<file path="config.mk">
export PLATFORM = sky130hd
export DESIGN_NAME = ps2_key_packer_flat
export DESIGN_NICKNAME = d
export VERILOG_FILES = /design/src/rtl/ps2_key_packer_pkg.sv /design/src/rtl/ps2_key_packer_if.sv /design/src/rtl/ps2_seq_timer.sv /design/src/rtl/ps2_key_packer.sv /design/src/flat_wrapper.sv
export SDC_FILE = /design/constraint.sdc
export NUM_CORES = 1
export LEC_CHECK = 0
export ABC_AREA = 1
export BUFFER_PORTS_ARGS = -buffer_cell sky130_fd_sc_hd__buf_4
export CAP_MARGIN = 10
export CORE_UTILIZATION = 50
export CTS_CLUSTER_DIAMETER = 150
export DETAILED_ROUTE_END_ITERATION = 6
export GPL_TIMING_DRIVEN = 1
export PLACE_DENSITY = 0.7
export SETUP_SLACK_MARGIN = 0.15
export SLEW_MARGIN = 15
export SYNTH_ARGS = -nofsm -noshare
export SYNTH_HDL_FRONTEND = slang
export SYNTH_HIERARCHICAL = 1
export SYNTH_SLANG_ARGS = --single-unit
</file>
<file path="constraint.sdc">
create_clock -name clk_sys -period 7.7 [get_ports clk_sys]
set_input_delay 1.155 -clock clk_sys [delete_from_list [all_inputs] [get_ports clk_sys]]
set_output_delay 1.155 -clock clk_sys [all_outputs]
set_load 0.005 [all_outputs]
</file>
<file path="src/rtl/ps2_key_packer_pkg.sv">
// Shared constants and types for the PS/2 key packer: scan-code prefixes, FSM states
// and the multi-part sequences that are merged into a single event.
package ps2_key_pkg;

    localparam logic [7:0] PS2_EXT   = 8'hE0;
    localparam logic [7:0] PS2_BRK   = 8'hF0;
    localparam logic [7:0] PS2_PAUSE = 8'hE1;

    typedef enum logic [1:0] {
        IDLE,
        PREFIX,
        PAUSE
    } ps2_state_t;

    localparam logic [63:0] SEQ_FSHIFT_MK     = 64'h0000_0000_0000_E012;
    localparam logic [63:0] SEQ_PRT_MK_TAIL   = 64'h0000_0000_0000_E07C;
    localparam logic [63:0] SEQ_PRT_MK        = 64'h0000_0000_E012_E07C;
    localparam logic [63:0] SEQ_PRT_BRK_HEAD  = 64'h0000_0000_00E0_F07C;
    localparam logic [63:0] SEQ_PRT_BRK_TAIL  = 64'h0000_0000_00E0_F012;
    localparam logic [63:0] SEQ_PRT_BRK       = 64'h0000_E0F0_7CE0_F012;

    function automatic logic is_prefix(input logic [7:0] b);
        return (b == PS2_EXT) || (b == PS2_BRK);
    endfunction

endpackage

</file>
<file path="src/rtl/ps2_key_packer_if.sv">
// Byte-in / event-out bundle between the keyboard byte source and the packer.
interface ps2_key_packer_if;
    logic [7:0]  in_data;
    logic        in_valid;
    logic [64:0] ps2_key;
    logic        seq_dropped;

    modport master (output in_data, output in_valid, input ps2_key, input seq_dropped);
    modport slave  (input in_data, input in_valid, output ps2_key, output seq_dropped);
endinterface

</file>
<file path="src/rtl/ps2_seq_timer.sv">
// Saturating idle counter; clear wins over enable, holds at MAX_COUNT.
module ps2_seq_timer #(
    parameter int MAX_COUNT = 24000,
    parameter int WIDTH     = $clog2(MAX_COUNT + 1)
) (
    input  logic             clk_sys,
    input  logic             reset,
    input  logic             clr,
    input  logic             en,
    output logic [WIDTH-1:0] count
);

    always_ff @(posedge clk_sys or posedge reset) begin
        if (reset) begin
            count <= '0;
        end else if (clr) begin
            count <= '0;
        end else if (en && (count != WIDTH'(MAX_COUNT))) begin
            count <= count + WIDTH'(1);
        end
    end

endmodule

</file>
<file path="src/rtl/ps2_key_packer.sv">
// Groups raw PS/2 scan-code bytes into complete key sequences and publishes each one
// as a toggle-flagged 65-bit event word; PrtScr halves are merged via a pending slot.
module ps2_key_packer
    import ps2_key_pkg::*;
#(
    parameter int TIMEOUT_CYCLES = 24000
) (
    input logic             clk_sys,
    input logic             reset,
    ps2_key_packer_if.slave bus
);

    localparam int TW = $clog2(TIMEOUT_CYCLES + 1);

    ps2_state_t    state_reg, state_next;
    logic [63:0]   acc_reg, acc_shift;
    logic [3:0]    cnt_reg, cnt_inc;
    logic          pend_valid_reg;
    logic [63:0]   pend_seq_reg;
    logic          defer_valid_reg;
    logic [63:0]   defer_seq_reg;
    logic [64:0]   key_reg;
    logic          dropped_reg;
    logic          seq_done, seq_drop;
    logic [TW-1:0] timer_count;
    logic          timeout_hit, timer_clr, timer_en;

    assign bus.ps2_key     = key_reg;
    assign bus.seq_dropped = dropped_reg;

    assign acc_shift   = {acc_reg[55:0], bus.in_data};
    assign cnt_inc     = cnt_reg + 4'd1;
    assign timeout_hit = (timer_count == TW'(TIMEOUT_CYCLES)) && !bus.in_valid;
    assign timer_en    = (state_reg != IDLE) || pend_valid_reg;
    // Clearing on the hit itself stops a saturated count from firing again.
    assign timer_clr   = bus.in_valid || timeout_hit;

    ps2_seq_timer #(.MAX_COUNT(TIMEOUT_CYCLES), .WIDTH(TW)) u_timer (
        .clk_sys (clk_sys),
        .reset   (reset),
        .clr     (timer_clr),
        .en      (timer_en),
        .count   (timer_count)
    );

    always_comb begin
        state_next = state_reg;
        seq_done   = 1'b0;
        seq_drop   = 1'b0;
        if (bus.in_valid) begin
            unique case (state_reg)
                IDLE: begin
                    if (is_prefix(bus.in_data))         state_next = PREFIX;
                    else if (bus.in_data == PS2_PAUSE)  state_next = PAUSE;
                    else                                seq_done   = 1'b1;
                end
                PREFIX: begin
                    if (!is_prefix(bus.in_data)) begin
                        seq_done   = 1'b1;
                        state_next = IDLE;
                    end else if (cnt_inc > 4'd7) begin
                        seq_drop   = 1'b1;
                        state_next = IDLE;
                    end
                end
                PAUSE: begin
                    if (cnt_inc == 4'd8) begin
                        seq_done   = 1'b1;
                        state_next = IDLE;
                    end
                end
                default: state_next = IDLE;
            endcase
        end
    end

    always_ff @(posedge clk_sys or posedge reset) begin
        if (reset) begin
            state_reg       <= IDLE;
            acc_reg         <= '0;
            cnt_reg         <= '0;
            pend_valid_reg  <= 1'b0;
            pend_seq_reg    <= '0;
            defer_valid_reg <= 1'b0;
            defer_seq_reg   <= '0;
            key_reg         <= '0;
            dropped_reg     <= 1'b0;
        end else begin
            dropped_reg <= 1'b0;
            if (defer_valid_reg) begin
                key_reg         <= {~key_reg[64], defer_seq_reg};
                defer_valid_reg <= 1'b0;
            end
            if (bus.in_valid) begin
                state_reg <= state_next;
                if (seq_done || seq_drop) begin
                    acc_reg <= '0;
                    cnt_reg <= '0;
                end else begin
                    acc_reg <= acc_shift;
                    cnt_reg <= cnt_inc;
                end
                if (seq_drop) dropped_reg <= 1'b1;
                if (seq_done) begin
                    if (!pend_valid_reg &&
                        (acc_shift == SEQ_FSHIFT_MK || acc_shift == SEQ_PRT_BRK_HEAD)) begin
                        pend_valid_reg <= 1'b1;
                        pend_seq_reg   <= acc_shift;
                    end else if (pend_valid_reg && pend_seq_reg == SEQ_FSHIFT_MK &&
                                 acc_shift == SEQ_PRT_MK_TAIL) begin
                        key_reg        <= {~key_reg[64], SEQ_PRT_MK};
                        pend_valid_reg <= 1'b0;
                    end else if (pend_valid_reg && pend_seq_reg == SEQ_PRT_BRK_HEAD &&
                                 acc_shift == SEQ_PRT_BRK_TAIL) begin
                        key_reg        <= {~key_reg[64], SEQ_PRT_BRK};
                        pend_valid_reg <= 1'b0;
                    end else if (pend_valid_reg) begin
                        // Held sequence goes out now; the new one follows on the next edge.
                        key_reg         <= {~key_reg[64], pend_seq_reg};
                        pend_valid_reg  <= 1'b0;
                        defer_valid_reg <= 1'b1;
                        defer_seq_reg   <= acc_shift;
                    end else begin
                        key_reg <= {~key_reg[64], acc_shift};
                    end
                end
            end else if (timeout_hit) begin
                if (state_reg != IDLE) begin
                    state_reg   <= IDLE;
                    acc_reg     <= '0;
                    cnt_reg     <= '0;
                    dropped_reg <= 1'b1;
                end
                if (pend_valid_reg) begin
                    key_reg        <= {~key_reg[64], pend_seq_reg};
                    pend_valid_reg <= 1'b0;
                end
            end
        end
    end

endmodule

</file>
<file path="src/flat_wrapper.sv">
// flat-port wrapper written by rule: the top's interface ports become plain ports
module ps2_key_packer_flat import ps2_key_pkg::*;
#(
    parameter int TIMEOUT_CYCLES = 24000
)
  (clk_sys, reset, bus_in_data, bus_in_valid, bus_ps2_key, bus_seq_dropped);
  ps2_key_packer_if bus_i ();
  input logic clk_sys;
  input logic reset;
  input wire logic [$bits(bus_i.in_data)-1:0] bus_in_data;
  input wire logic [$bits(bus_i.in_valid)-1:0] bus_in_valid;
  output wire logic [$bits(bus_i.ps2_key)-1:0] bus_ps2_key;
  output wire logic [$bits(bus_i.seq_dropped)-1:0] bus_seq_dropped;
  assign bus_i.in_data = bus_in_data;
  assign bus_i.in_valid = bus_in_valid;
  assign bus_ps2_key = bus_i.ps2_key;
  assign bus_seq_dropped = bus_i.seq_dropped;
  ps2_key_packer #(.TIMEOUT_CYCLES(TIMEOUT_CYCLES)) u_core (.clk_sys(clk_sys), .reset(reset), .bus(bus_i));
endmodule
</file>
==> results.ini <==
[run_status]
outcome = finished, final reports clean

[cells_and_area]
drive_gt1_frac = 0.08907
diodes = 0
largest_reg_flops = 65
syn_to_final_growth_pct = 11.35
nNetsFinal = 1822

[logic_synthesis]
netlist_area_um2 = 13960
synth_cell_types = 34
synthFlopType = dfrtp_1
synth_edf_count = 0
async_reset_ff_frac = 1.000
ys_top_cells_by_area = dfrtp_1 49%, nand2_1 11%, o21ai_0 9.0%
yosys-top-cells-count = 399 x nand2_1, 273 x dfrtp_1, 250 x o21ai_0
syn_avg_cell_area_um2 = 7.771
ys_seq_area_frac = 0.4895
syn-num-nets = 1811
synth_top_cell_area_share = 0.4895
yosysMostFrequentCell = nand2_1
synth_seq_cells = 273
yosys_warnings = 6
syn_inst = 1796
synth.largest_area_cell = dfrtp_1

[placed_design]
pre_cts_slack_ns = 3.389
dp_hpwl_um = 21950
routabilityCongestion = 0.8839
io_buffers = 76

[route]
drc = 0
routed_wl_um = 35820
avgRoutedWirePerCell_um = 16.27
drt_first_pass_iters = 6
dr.first_iter.drc_count = 1183
avgViaCountPerCell = 5.489
ant_nets = 0
dr_total_vias = 12086

[floorplanning]
dieWidth_um = 169.1
rows = 60
start_util = 0.5136
io_pins = 77
fp.dieH_um = 169.1
die_area_um2 = 28590
coreArea_um2 = 27180

[grt]
first_global_vias = 11641
grt_usage = 0.2568
antenna_found_initial = 0
met3_usage = 0.03811
met1_usage = 0.3473
grt_pass1_wl_um = 59750
grt_max_degree = 135
gr-usage-met2 = 0.4301
gr-total-overflow = 0
top_usage_layer = met2

[clocking]
clock_latency_ns = 0.55
cts_setup_buffers = 0
htree_levels = 1
cts_hold_buf = 0
post_cts_resize_count = 0
clockRootBuffer = clkbuf_16
clock_path_buffers = 3
clk_pin_slew_worst_paths_ns = 0.06
cts_made_buffers = 30
cts_sinks = 273
cts_tree = done

[critical_path]
cpMaxStageDelayCell = dfrtp_4
worst_ep_required_time_ns = 8.09
critPathKind = register to register
crit_chain = nand2_1, nor2_1, nand3_1, nor2_1, nand3_1, nor2_2, nor2_1, nand2_4, buf_4, o21ai_0
critPathMaxFanout = 79
crit_path_end_kind = register
start_kind = register
crit_top_cell = nor2_1
arrival_ns = 4.23
max_stage_delay_ns = 0.86

[sta]
tightestPinTransition_ns = 1.144
drv_slew = 0
clock_skew_ns = 0.01070
hold_violations = 0
layout_setup_ws_ns = 3.867
slew_headroom = 0.2375
setup_tns_ns = 0
rsz0062_at_grt = false
period_share = 0.4978
min_period_ns = 3.833
fmax_ghz = 0.2609
setup_viol = 0

[power]
intPower_w = 0.002908
ir_drop_v = 0.0002040
switching_share = 0.3179
cellLeakagePower_nw = 7.439
combPwrFrac = 0.244
seqPwrFrac = 0.424
p_per_area_nw_per_um2 = 274.3
p_switching_w = 0.001355
power_frac_clock = 0.332

[hold_path]
hp-class = register to register

[flow_run]
drv_cap = 0

[cell type report]
class | instances | area (um2)
Fill cell | 2556 | 11630
Sequential cell | 273 | 6839
Multi-Input combinational cell | 1255 | 5991
Clock buffer | 52 | 934.6
Timing Repair Buffer | 87 | 665.6
Inverter | 160 | 605.6
Tap cell | 372 | 465.4
Clock inverter | 3 | 40.04
[worst paths after layout]
path / startpoint / endpoint / slack, ns / depth (start not counted)
max: u_core/pend_valid_reg / u_core/defer_seq_reg[43] / 3.87 / 10
min: u_core/defer_seq_reg[45] / u_core/defer_seq_reg[45] / 0.49 / 2
max reg2reg: u_core/pend_valid_reg / u_core/defer_seq_reg[43] / 3.87 / 10
min reg2reg: u_core/defer_seq_reg[45] / u_core/defer_seq_reg[45] / 0.49 / 2
max in group asynchronous: reset / u_core/pend_valid_reg / 5.69 / 3
min in group asynchronous: reset / u_core/u_timer/count[7] / 0.69 / 2
[power groups by stage]
| stage | clock [W] | sequential, W | combinational [W] |
|---|---|---|---|
| CTS | 0.00144 | 0.00181 | 0.00104 |
| finish | 0.00142 | 0.00181 | 0.00104 |
| floorplan | 0 | 0.00179 | 0.000678 |
| global route | 0.00150 | 0.00184 | 0.00118 |
| global placement | 0 | 0.00183 | 0.00100 |
| detailed placement | 0 | 0.00183 | 0.00103 |
[cells in the final DEF, fill, tap and decap left out, drive strengths merged, types with 2 or more instances in the layout]
master    n
dfrtp   273
mux2i    64
nor4      2
clkinv    4
buf      87
nand2   412
nor3      4
xor2      7
or2       4
clkbuf   52
nand4    20
o21bai    2
a21oi    61
ha        4
inv     157
nor2    234
o21ai   282
nand3   154
[critical path, delay by kind of cell, from the launching register on]
kind	cells	cell delay (ns)
flops	1	0.86
buf+inv	1	0.68
compound gates	1	0.18
simple gates	8	1.89
[metal layers]
metal / share of wire / wire, um
met1: 0.44 / 15700
met2: 0.47 / 16940
met3: 0.064 / 2299
met4: 0.025 / 881
met5: 0 / 0
[through the flow]
step	hold slack (ns)	area [um2]	power (W)	instances	utilization
final	0.4880	15540	0.004263	2202	0.5719
after global routing	0.5076	15540	0.004510	2202	0.5719
after CTS	0.4901	15530	0.004297	2202	0.5715
after detailed placement	0.4753	14560	0.002869	2147	0.5357
after global placement	0.4667	14560	0.002833	2147	0.5357
after floorplan	0.4528	13960	0.002466	1796	-
[logic make-up (layout without fill, tap and decap cells)]
| group | count (synthesis) | count (layout) | synth area share |
|---|---|---|---|
| fa+ha+maj | 4 | 4 | 0.003586 |
| flops | 273 | 273 | 0.4895 |
| simple gates | 831 | 831 | 0.2463 |
| mux | 64 | 64 | 0.04590 |
| compound gates | 349 | 349 | 0.1261 |
| buf+inv | 268 | 302 | 0.08427 |
| xor+xnor | 7 | 7 | 0.004393 |
No activity file was read; power rests on OpenSTA's default activity.
